<file path="config.mk">
export PLATFORM = sky130hd
export DESIGN_NAME = traceback_unit
export DESIGN_NICKNAME = d
export VERILOG_FILES = /design/src/rtl/traceback_unit.sv
export SDC_FILE = /design/constraint.sdc
export NUM_CORES = 1
export LEC_CHECK = 0
export CORE_MARGIN = 3
export CORE_UTILIZATION = 45
export CTS_CLUSTER_DIAMETER = 100
export DETAILED_ROUTE_END_ITERATION = 7
export PLACE_DENSITY = 0.73
export SKIP_CTS_REPAIR_TIMING = 1
export SYNTH_ARGS = -nofsm -noshare
export SYNTH_HDL_FRONTEND = slang
export SYNTH_SLANG_ARGS = --single-unit
</file>
<file path="constraint.sdc">
create_clock -name clk -period 2.4 [get_ports clk]
set_input_delay 0.48 -clock clk [delete_from_list [all_inputs] [get_ports clk]]
set_output_delay 0.48 -clock clk [all_outputs]
set_load 0.03 [all_outputs]
</file>
<file path="src/rtl/traceback_unit.sv">
// traceback_unit: survivor memory and traceback for the 8-state (K=4) rate-1/2 Viterbi decoder.
// Latency: first bits 2L cycles after the 2L-th column, then every L columns; L bits out per block.
// Backpressure: dec_ready low through trace and output; out_bit/out_valid held while out_ready=0.
module traceback_unit #(
  parameter int L = 16
) (
  input  logic       clk,
  input  logic       rst,
  input  logic [7:0] decision,
  input  logic       dec_valid,
  output logic       dec_ready,
  output logic       out_bit,
  output logic       out_valid,
  input  logic       out_ready
);

  localparam int DEPTH = 2 * L;
  localparam int PW    = $clog2(DEPTH);
  localparam int CW    = $clog2(DEPTH + 1);
  localparam int OW    = $clog2(L);

  typedef enum logic [1:0] {
    ST_FILL,
    ST_WRITE,
    ST_TRACE,
    ST_OUTPUT
  } state_e;

  state_e          state_q;
  logic [7:0]      mem_q [DEPTH];
  logic [PW-1:0]   wr_ptr_q;
  logic [PW-1:0]   rd_ptr_q;
  logic [PW-1:0]   step_q;
  logic [CW-1:0]   col_cnt_q;
  logic [OW-1:0]   out_idx_q;
  logic [2:0]      s_q;
  logic [L-1:0]    obuf_q;
  logic            dec_ready_q;
  logic            out_valid_q;
  logic            out_bit_q;

  logic            accept;
  logic [7:0]      rd_col;
  logic [2:0]      s_d;
  logic [OW-1:0]   slot;
  logic [CW-1:0]   col_cnt_d;
  logic [OW-1:0]   out_idx_d;
  logic            blk_done;
  logic            out_hs;
  logic            out_last;
  logic            decode_step;

  // dec_ready is only high in FILL/WRITE, so this is the column-accept strobe
  assign accept      = dec_valid & dec_ready_q;
  // Survivor memory read is combinational; one trellis step per trace cycle
  assign rd_col      = mem_q[rd_ptr_q];
  assign s_d         = {s_q[1:0], rd_col[s_q]};
  // Steps L..2L-1 decode; step L is the newest decoded column, so it lands in the last slot
  assign decode_step = step_q[PW-1];
  assign slot        = ~step_q[OW-1:0];
  assign col_cnt_d   = col_cnt_q + CW'(1);
  assign blk_done    = (state_q == ST_FILL) ? (col_cnt_d == CW'(DEPTH)) : (col_cnt_d == CW'(L));
  assign out_hs      = out_valid_q & out_ready;
  assign out_last    = (out_idx_q == OW'(L - 1));
  assign out_idx_d   = out_idx_q + OW'(1);

  // Store each accepted decision column at the write pointer; contents need no reset
  always_ff @(posedge clk) begin
    if (accept) begin
      mem_q[wr_ptr_q] <= decision;
    end
  end

  // Capture decoded bits during the second half of the trace, indexed oldest-first
  always_ff @(posedge clk) begin
    if (state_q == ST_TRACE && decode_step) begin
      obuf_q[slot] <= s_q[2];
    end
  end

  // Control FSM with registered handshake outputs
  always_ff @(posedge clk or negedge rst) begin
    if (!rst) begin
      state_q     <= ST_FILL;
      wr_ptr_q    <= '0;
      rd_ptr_q    <= '0;
      step_q      <= '0;
      col_cnt_q   <= '0;
      out_idx_q   <= '0;
      s_q         <= '0;
      dec_ready_q <= 1'b0;
      out_valid_q <= 1'b0;
      out_bit_q   <= 1'b0;
    end else begin
      case (state_q)
        ST_FILL, ST_WRITE: begin
          dec_ready_q <= 1'b1;
          if (accept) begin
            wr_ptr_q <= wr_ptr_q + PW'(1);
            if (blk_done) begin
              // Trace starts at the column written on this edge, from state 0
              state_q     <= ST_TRACE;
              dec_ready_q <= 1'b0;
              col_cnt_q   <= '0;
              step_q      <= '0;
              s_q         <= '0;
              rd_ptr_q    <= wr_ptr_q;
            end else begin
              col_cnt_q <= col_cnt_d;
            end
          end
        end
        ST_TRACE: begin
          s_q      <= s_d;
          rd_ptr_q <= rd_ptr_q - PW'(1);
          step_q   <= step_q + PW'(1);
          if (step_q == PW'(DEPTH - 1)) begin
            // Oldest bit is being written to the buffer this edge; forward it directly
            state_q     <= ST_OUTPUT;
            out_valid_q <= 1'b1;
            out_bit_q   <= s_q[2];
            out_idx_q   <= '0;
          end
        end
        ST_OUTPUT: begin
          if (out_hs) begin
            if (out_last) begin
              state_q     <= ST_WRITE;
              out_valid_q <= 1'b0;
              out_bit_q   <= 1'b0;
              out_idx_q   <= '0;
              dec_ready_q <= 1'b1;
            end else begin
              out_idx_q <= out_idx_d;
              out_bit_q <= obuf_q[out_idx_d];
            end
          end
        end
        default: state_q <= ST_FILL;
      endcase
    end
  end

  assign dec_ready = dec_ready_q;
  assign out_valid = out_valid_q;
  assign out_bit   = out_bit_q;

endmodule
</file>
==> results of run 1 <==
cell type report:
type / instances / area [µm²] / share of cell area [%]
timing repair buffer: 107 / 968 / 6.50
tap: 372 / 465 / 3.13
sequential: 305 / 9000 / 60.5
clock inverter: 15 / 150 / 1.01
inverter: 11 / 45.0 / 0.302
clock buffer: 40 / 868 / 5.83
multi-input combinational: 397 / 3390 / 22.8
cells in the mapped netlist, types with 7 or more instances:
cell type / count / area, µm²
sky130_fd_sc_hd__o21ai_0: 21 / 105
sky130_fd_sc_hd__edfxtp_1: 272 / 8170
sky130_fd_sc_hd__o22ai_1: 7 / 43.8
sky130_fd_sc_hd__ha_1: 12 / 150
sky130_fd_sc_hd__nor2_1: 66 / 248
sky130_fd_sc_hd__nand2b_1: 8 / 50.1
sky130_fd_sc_hd__buf_2: 10 / 50.1
sky130_fd_sc_hd__mux4_2: 55 / 1240
sky130_fd_sc_hd__inv_1: 11 / 41.3
sky130_fd_sc_hd__clkbuf_1: 15 / 56.3
sky130_fd_sc_hd__nand3_1: 18 / 90.1
sky130_fd_sc_hd__o221ai_1: 7 / 61.3
sky130_fd_sc_hd__mux2i_1: 22 / 220
sky130_fd_sc_hd__nor3_1: 11 / 55.1
sky130_fd_sc_hd__nand2_1: 55 / 206
sky130_fd_sc_hd__a21oi_1: 20 / 100
sky130_fd_sc_hd__buf_4: 9 / 67.6
sky130_fd_sc_hd__dfrtp_1: 33 / 826
state kept, by name, summed over array words and instances, names as in the netlist, 2 cells and up:
register and cells:
state_q 2, wr_ptr_q 5, out_idx_q 4, obuf_q 16, mem_q 256, rd_ptr_q 5
step_q 5, s_q 3, col_cnt_q 6
per-layer routing:
layer	global-route usage [%]	vias to the layer above	share of wire, %
li1	-	3167	-
met1	25.1	3610	43
met2	28.7	270	48
met3	2.74	50	6.4
met4	5.03	0	2.7
met5	0	-	0
worst max-delay path, stage by stage (launching register included):
cell and delay, ps:
sky130_fd_sc_hd__dfrtp_4 570, sky130_fd_sc_hd__buf_12 200, sky130_fd_sc_hd__mux4_2 540, sky130_fd_sc_hd__a22oi_1 240, sky130_fd_sc_hd__a21oi_1 130, sky130_fd_sc_hd__nor3_1 170
sky130_fd_sc_hd__a2111oi_1 70, sky130_fd_sc_hd__a32oi_1 230, sky130_fd_sc_hd__nand2_1 80
worst paths after layout:
path | slack, ps | cells past startpoint | start | endpoint
worst max-delay path | 50 | 8 | rd_ptr_q[0] | s_q[0]
worst min-delay path | 330 | 1 | rst | wr_ptr_q[0]
worst max register to register | 50 | 8 | rd_ptr_q[0] | s_q[0]
worst min register to register | 480 | 2 | out_bit | out_bit
max in group asynchronous | 1480 | 2 | rst | state_q[0]
min in group clk | 480 | 2 | out_bit | out_bit
stage by stage:
stage	util (%)	std cells	hold slack, ps
floorplan	-	752	184
global placement	50.3	1184	468
detailed placement	50.3	1184	475
CTS	54.0	1239	326
global route	54.6	1247	340
finish	54.6	1247	329
logic make-up (layout without fill, tap and decap cells):
group | count (synthesis) | after routing
AO/OA/AOI/OAI | 105 | 105
multiplexers | 82 | 82
AND/OR/NAND/NOR | 187 | 187
adder cells (fa/ha/maj) | 12 | 12
buffers and inverters | 50 | 173
flip-flops | 305 | 305
XOR/XNOR | 11 | 11
placed cells by master, fill, tap and decap left out, drive strengths merged, types with 10 or more instances in the layout:
| cell type | Yosys | final |
|---|---|---|
| dfrtp | 33 | 33 |
| nand3 | 19 | 19 |
| a21oi | 20 | 20 |
| nand2 | 55 | 55 |
| mux2i | 22 | 22 |
| o21ai | 22 | 22 |
| nor2 | 67 | 67 |
| clkinv | 0 | 12 |
| clkbuf | 15 | 43 |
| edfxtp | 272 | 272 |
| clkdlybuf4s50 | 0 | 14 |
| ha | 12 | 12 |
| buf | 24 | 90 |
| inv | 11 | 10 |
| nor3 | 11 | 11 |
| mux4 | 55 | 55 |
power by group through the flow:
stage	combinational (mW)	sequential (mW)	clock (mW)
after floorplan	3.12	6.67	0
after global placement	4.46	6.92	0
after detailed placement	4.52	6.93	0
after CTS	4.54	6.82	4.80
after global routing	5.21	6.90	5.01
final	4.85	6.84	4.69
==> flow_summary.toml, run 1 <==
[power]
sequentialPowerShare_pct = 41.8
power.static_leakage_nw = 5.13
power.density_cell_area_nw_per_um2 = 1100
clkPwrFrac_pct = 28.6
irDropWorstVdd_mv = 0.674
finalPower_mw = 16.4
p_sw_mw = 5.09
cell_internal_pwr_mw = 11.3
power.share.switching_pct = 31.0
pwr-share-comb_pct = 29.6

[synth]
asyncSetResetFlopFracSynth_pct = 10.8
synth_sequential_area_ratio_pct = 71.4
ys_types = 57
synthSimpleGateAreaFrac_pct = 6.72
flip_flop_cell_with_the_highest_count_after_synthesis = "sky130_fd_sc_hd__edfxtp_1"
total_of_warnings_raised_by_yosys = 0
post_synth_inst_count = 752
yosys_register_bits = 305
synth_compound_area_share_pct = 5.96
synthesized_nets = 776
post_synth_xor_area_fraction_pct = 0.765
synth.area.mux_share_pct = 12.0
main_combinational_cell_family_by_area_after_synthesis = "multiplexers"
synth-adder-area-share_pct = 1.19
number_of_flops_mapped_to_enable_cells_by_yosys = 272
syn_area_per_cell_um2 = 16.7
mappedNetlistArea_um2 = 12600

[floorplan]
fp.coreArea_um2 = 27300
boundaryPins = 15
row_count = 60
vert_die_dim_um = 173
die_width_um = 173
design.die.area_um2 = 30000
starting_density_of_the_core_pct = 46.2

[outcome]
run_status = "complete, no violations"

[routing]
route.final.wire_length_um = 27200
drt_pass1_iterations = 6
post_drt_wl_per_cell_um = 21.8
via_per_inst = 5.69
postRouteAntennaNets = 0
drt_first_iter_violations = 708
routed-via-count = 7097
drt_drc_violations_left = 0

[sta]
min_period_over_period_pct = 97.9
final_hold_viol_count = 0
slew_viol_final = 0
setup_slack_ps = 49.4
layout_min_cycle_time_ps = 2350
finalSetupTns_ps = 0
worst_pin_slew_ps = 700
max_clock_freq_mhz = 425
slew-limit-headroom_pct = 53.3
skew_ps = 23.5
final-setup-viol-count = 0

[cells_and_area]
area_growth_pct = 18.3
fill_cells = 2139
insertedDiodeCount = 0
final_cell_area_um2 = 14900
nNetsFinal = 876
drive_above_1_share_pct = 25.3

[placement]
dpl_cell_area_um2 = 13700
weighted_congestion_reported_at_the_end_of_routability_driven_placement = 0.905
post-dp-hpwl_um = 17100
place_worst_setup_slack_ps = -33.0
buffer_ports.inserted = 14

[worst_setup_path]
cp_data_arrival_time_ps = 2790
top_fanout_value_on_the_critical_path = 11
worst-endpoint-required_ps = 2840
worstSetupPathType = "register to register"
crit_path_end_kind = "register"
worst_setup_path_start_kind = "register"

[clocking]
clk_pin_slew_ps = 60
clock_latency_ps = 570
cts-buffers-inserted = 30
clock_tree.root_cell = "sky130_fd_sc_hd__clkbuf_16"
cts-root-to-sink-buffers = 3
htree_levels = 1
sink_count = 305
tritoncts = "yes"

[grt]
number_of_global_route_vias_before_repair = 7226
final_global_route_overflow_total = 0
grt_first_pass_wirelength_um = 41600
antenna_violations_before_repair = 0
groute.usage.overall_pct = 17.7
grt_start_max_net_pins = 33

[min_path]
hold_path.class = "input port to asynchronous set/reset pin"

[flow_run]
maxCapViolCount = 0
No activity file was read; power rests on OpenSTA's default activity.
==> run 2: changes to the inputs <==
--- a/config.mk
+++ b/config.mk
@@ -7,9 +7,9 @@
 export LEC_CHECK = 0
 export CORE_MARGIN = 3
 export CORE_UTILIZATION = 45
+export CTS_BUF_LIST = sky130_fd_sc_hd__clkbuf_8
 export CTS_CLUSTER_DIAMETER = 100
 export DETAILED_ROUTE_END_ITERATION = 7
-export PLACE_DENSITY = 0.73
 export SKIP_CTS_REPAIR_TIMING = 1
 export SYNTH_ARGS = -nofsm -noshare
 export SYNTH_HDL_FRONTEND = slang
==> constraint.sdc (replaced) <==
create_clock -name clk -period 2.4 [get_ports clk]
set_input_delay 0.48 -clock clk [delete_from_list [all_inputs] [get_ports clk]]
set_output_delay 0.48 -clock clk [all_outputs]
set_load 0.01 [all_outputs]
==> run 2 against run 1 <==
Effect of this change: the run now ends with negative setup slack left; critical path depth stayed put; die area stayed put; non-clock buffer count is 10 lower; largest power group unchanged; count of clock-buffer cells in the layout is 11 higher; clock power down 19%; combinational power shrank 6.8%.
==> flow_summary.toml, run 2 (synthesized netlist as in run 1, its figures left out) <==
[outcome]
run_status = "finished, violations left"
violations = "negative setup slack"

[routing]
routed-via-count = 7068
via_per_inst = 5.59
drt_pass1_iterations = 5
postRouteAntennaNets = 0
drt_drc_violations_left = 0
route.final.wire_length_um = 27800
post_drt_wl_per_cell_um = 21.9
drt_first_iter_violations = 598

[min_path]
hold_path.class = "input port to asynchronous set/reset pin"

[clocking]
sink_count = 305
tritoncts = "yes"
cts-buffers-inserted = 49
clock_tree.root_cell = "sky130_fd_sc_hd__clkbuf_8"
clock_latency_ps = 560
clk_pin_slew_ps = 60
cts-root-to-sink-buffers = 3
htree_levels = 2

[power]
clkPwrFrac_pct = 25.1
irDropWorstVdd_mv = 0.534
power.share.switching_pct = 32.3
power.static_leakage_nw = 5.04
power.density_cell_area_nw_per_um2 = 1050
pwr-share-comb_pct = 29.7
cell_internal_pwr_mw = 10.3
p_sw_mw = 4.92
sequentialPowerShare_pct = 45.3

[floorplan]
die_width_um = 173
boundaryPins = 15
fp.coreArea_um2 = 27300
row_count = 60
starting_density_of_the_core_pct = 46.2
vert_die_dim_um = 173
design.die.area_um2 = 30000

[flow_run]
maxCapViolCount = 0

[sta]
setup_slack_ps = -40.1
worst_pin_slew_ps = 657
slew-limit-headroom_pct = 56.2
min_period_over_period_pct = 102
finalSetupTns_ps = -40.1
grt_setup_unrepaired = "yes"
final_hold_viol_count = 0
layout_min_cycle_time_ps = 2440
max_clock_freq_mhz = 410
skew_ps = 16.4
slew_viol_final = 0
final-setup-viol-count = 1

[cells_and_area]
area_of_the_multi_input_gates_um2 = 3370
fill_cells = 2230
regMostFlops = "mem_q"
insertedDiodeCount = 0
layout_commonest_cell = "sky130_fd_sc_hd__edfxtp_1"
final-seq-area_um2 = 9000
nNetsFinal = 885
mostFrequentLayoutCells = "sky130_fd_sc_hd__edfxtp_1, sky130_fd_sc_hd__buf_4, sky130_fd_sc_hd__nor2_1"
instances_no_fill = 1265
drive_above_1_share_pct = 23.9
largest_register_ff_count = 256
reg_top3 = "mem_q x256, obuf_q x16, col_cnt_q x6"
area_growth_pct = 15.2

[grt]
number_of_global_route_vias_before_repair = 7473
grt_start_max_net_pins = 34
final_global_route_overflow_total = 0
antenna_violations_before_repair = 0
grt_first_pass_wirelength_um = 43200
groute.usage.overall_pct = 18.8

[worst_setup_path]
worst_setup_path_start_kind = "register"
path_delay_family = "compound AO/OA/AOI/OAI gates"
worstPathCellList = "buf_12, mux4_2, a22oi_1, a21oi_1, nor3_1, a2111oi_0, a32oi_1, nand2_1"
worst_path_largest_cell_delay_ps = 580
crit_path_end_kind = "register"
worstSetupPathType = "register to register"
slowest_stage = "sky130_fd_sc_hd__dfrtp_4"
cp_data_arrival_time_ps = 2870
worst-endpoint-required_ps = 2830
worstSetupEndpoint = "s_q[0]"
startpoint = "rd_ptr_q[0]"
top_fanout_value_on_the_critical_path = 22
r2r-start = "rd_ptr_q[0]"
register_to_register_setup_slack_ps = -40
critPathBufInv = 1
cp_num_cells = 8
cell_count_of_the_worst_reg_to_reg_path = 8
worst_r2r_endpoint = "s_q[0]"

[placement]
post-dp-hpwl_um = 18200
weighted_congestion_reported_at_the_end_of_routability_driven_placement = 0.860
place_worst_setup_slack_ps = -67.5
buffer_ports.inserted = 14
dpl.cell_count = 1182
==> run 2: cell count changes in the layout (fill, tap and decap cells not counted), sizes merged <==
cell,before,now
inv,10,29
clkbuf,43,51
buf,90,83
bufinv,2,0
clkinv,12,13
clkinvlp,2,1
==> run 2: how the worst min path moves through the flow <==
stage | slack, ps | to
after floorplan | 180 | col_cnt_q[0]
after global placement | 460 | out_bit
after detailed placement | 480 | out_bit
after CTS | 330 | out_idx_q[0]
after global routing | 370 | out_idx_q[2]
final | 340 | wr_ptr_q[0]
==> run 2: power by group through the flow <==
stage                     Clock, mW  Combinational, mW  Sequential [mW]
final                          3.82               4.52             6.90
after global routing           4.19               4.89             6.96
after CTS                      3.91               4.55             6.89
after detailed placement          0               4.53             6.99
after global placement            0               4.50             6.96
after floorplan                   0               3.12             6.64
==> run 2: worst register-to-register path: stages (launching register included) <==
cell and delay (ps):
sky130_fd_sc_hd__dfrtp_4 580, sky130_fd_sc_hd__buf_12 250, sky130_fd_sc_hd__mux4_2 540, sky130_fd_sc_hd__a22oi_1 250, sky130_fd_sc_hd__a21oi_1 150, sky130_fd_sc_hd__nor3_1 150
sky130_fd_sc_hd__a2111oi_0 90, sky130_fd_sc_hd__a32oi_1 240, sky130_fd_sc_hd__nand2_1 80
==> run 2: routing by layer <==
metal	share of wire (%)	global-route usage, %	wire (µm)	vias up
li1	-	-	-	3180
met2	50	31.6	13900	220
met1	42	25.2	11600	3619
met5	0	0	0	-
met3	5.7	3.53	1590	49
met4	2.5	5.41	689	0
==> run 2: through the flow <==
stage               util [%]  total power [mW]  area [µm²]  hold WS, ps
CTS                     53.2              15.3       14500          333
detailed placement      50.1              11.5       13700          480
floorplan                  -              9.76       12600          184
global route            53.3              16.0       14500          367
global placement        50.1              11.5       13700          461
finish                  53.3              15.2       14500          344
==> run 2: final cells by class <==
type,count,area share (%)
flip-flops and latches,305,62.0
clock buffers,51,4.84
inverters,11,0.285
repair buffers,97,5.52
clock inverters,32,0.879
well taps,372,3.21
multi-input cells,397,23.2
==> run 3: changes to the inputs <==
--- a/config.mk
+++ b/config.mk
@@ -6,10 +6,12 @@
 export NUM_CORES = 1
 export LEC_CHECK = 0
 export CORE_MARGIN = 3
-export CORE_UTILIZATION = 45
+export CORE_UTILIZATION = 50
 export CTS_BUF_LIST = sky130_fd_sc_hd__clkbuf_8
 export CTS_CLUSTER_DIAMETER = 100
 export DETAILED_ROUTE_END_ITERATION = 7
+export GPL_ROUTABILITY_DRIVEN = 0
+export PLACE_DENSITY = 0.68
 export SKIP_CTS_REPAIR_TIMING = 1
 export SYNTH_ARGS = -nofsm -noshare
 export SYNTH_HDL_FRONTEND = slang
==> run 3 against run 2 <==
Effect of this change: the flow now finishes without violations; largest cell class unchanged; routed wire length shrank 0.39%; first-iteration DRC count is 20% higher; die area shrank 9.7%; global-route usage grew 2.4 points; critical path type unchanged; worst setup slack gained 50 ps.
==> flow_summary.toml, run 3 (synthesized netlist as in run 1, its figures left out) <==
[outcome]
run_status = "complete, no violations"

[grt]
antenna_violations_before_repair = 0
groute.usage.overall_pct = 21.1
grt_first_pass_wirelength_um = 43000
final_global_route_overflow_total = 0
grt_start_max_net_pins = 34
number_of_global_route_vias_before_repair = 7394

[placement]
place_worst_setup_slack_ps = -119
buffer_ports.inserted = 14
post-dp-hpwl_um = 17800
dpl.cell_count = 1137
dpl_cell_area_um2 = 13700

[floorplan]
vert_die_dim_um = 165
starting_density_of_the_core_pct = 51.3
row_count = 57
boundaryPins = 15
design.die.area_um2 = 27100
fp.coreArea_um2 = 24500
die_width_um = 165

[cells_and_area]
drive_above_1_share_pct = 25.9
reg_top3 = "mem_q x256, obuf_q x16, col_cnt_q x6"
fill_cells = 1843
final_cell_area_um2 = 14700
largest_register_ff_count = 256
mostFrequentLayoutCells = "sky130_fd_sc_hd__edfxtp_1, sky130_fd_sc_hd__buf_4, sky130_fd_sc_hd__nor2_1"
layout_commonest_cell = "sky130_fd_sc_hd__edfxtp_1"
instances_no_fill = 1235
area_growth_pct = 16.6
nNetsFinal = 897
insertedDiodeCount = 0
regMostFlops = "mem_q"

[routing]
drt_first_iter_violations = 720
routed-via-count = 7283
route.final.wire_length_um = 27700
drt_drc_violations_left = 0
post_drt_wl_per_cell_um = 22.4
drt_pass1_iterations = 5
postRouteAntennaNets = 0
via_per_inst = 5.90

[power]
power.static_leakage_nw = 5.15
irDropWorstVdd_mv = 0.703
finalPower_mw = 15.8
power.density_cell_area_nw_per_um2 = 1070

[sta]
grt_setup_unrepaired = "no"
holdWs_ps = 330
final-setup-viol-count = 0
max_clock_freq_mhz = 418
layout_min_cycle_time_ps = 2390
worst_pin_slew_ps = 735
slew_viol_final = 0
min_period_over_period_pct = 99.6
skew_ps = 27.4
slew-limit-headroom_pct = 49.7
final_hold_viol_count = 0
setup_slack_ps = 10.0

[worst_setup_path]
cp_data_arrival_time_ps = 2890
crit_path_end_kind = "register"
cell_count_of_the_worst_reg_to_reg_path = 8
worst-endpoint-required_ps = 2900
worst_setup_path_start_kind = "register"
register_to_register_setup_slack_ps = 10
top_fanout_value_on_the_critical_path = 16
worstSetupPathType = "register to register"

[clocking]
clk_pin_slew_ps = 60
cts-root-to-sink-buffers = 3
clock_latency_ps = 580
sink_count = 305
clock_tree.root_cell = "sky130_fd_sc_hd__clkbuf_8"
tritoncts = "yes"
htree_levels = 2
cts-buffers-inserted = 49

[flow_run]
maxCapViolCount = 0

[min_path]
hold_path.class = "input port to asynchronous set/reset pin"
## run 3: cell count changes in the layout (fill, tap and decap cells not counted), sizes merged
cell    previous run  this run
clkbuf            51        49
inv               29        28
buf               83        95
bufinv             0         2
clkinv            13        20
## run 3: final cells by class
type                            count  area, µm²  area share [%]
Tap cell                          324        405            2.76
Clock buffer                       49        674            4.59
Multi-Input combinational cell    397       3410            23.2
Sequential cell                   305       9000            61.3
Inverter                           11       41.3           0.281
Clock inverter                     40        236            1.61
Timing Repair Buffer              109        916            6.24
## run 3: per-layer routing
metal  up-vias  track usage (%)  part of all wire [%]  routed length [µm]
met5         -                0                     0                   0
met4         0             7.51                   3.4                 941
met3        78             3.84                   7.6                2090
met2       319             34.3                    49               13600
met1      3667             29.0                    40               11000
li1       3219                -                     -                   -
## run 3: final timing paths
check	startpoint	endpoint
max	rd_ptr_q[0]	s_q[0]
min	rst	rd_ptr_q[3]
max reg2reg	rd_ptr_q[0]	s_q[0]
min reg2reg	out_bit	out_bit
max in group asynchronous	rst	rd_ptr_q[0]
min in group clk	out_bit	out_bit
## run 3: worst max-delay path, stage by stage, from the launching register on
cell	delay (ps)
sky130_fd_sc_hd__dfrtp_4	540
sky130_fd_sc_hd__buf_12	180
sky130_fd_sc_hd__buf_4	150
sky130_fd_sc_hd__mux4_2	360
sky130_fd_sc_hd__nor2_1	50
sky130_fd_sc_hd__a2111oi_0	650
sky130_fd_sc_hd__or3_1	210
sky130_fd_sc_hd__a32oi_1	90
sky130_fd_sc_hd__nand2_1	80
## run 3: per-stage QoR
step / setup TNS [ps] / util (%)
6_report: 0 / 59.9
5_1_grt: 0 / 59.9
4_1_cts: -38.7 / 59.4
3_5_place_dp: -419 / 55.6
3_3_place_gp: -219 / 55.6
2_1_floorplan: 0 / -
## run 3: power by group
group / switching (mW) / total, mW / internal [mW]
clock: 2.00 / 4.14 / 2.14
sequential: 0.537 / 6.86 / 6.32
combinational: 2.59 / 4.78 / 2.19
total: 5.13 / 15.8 / 10.7
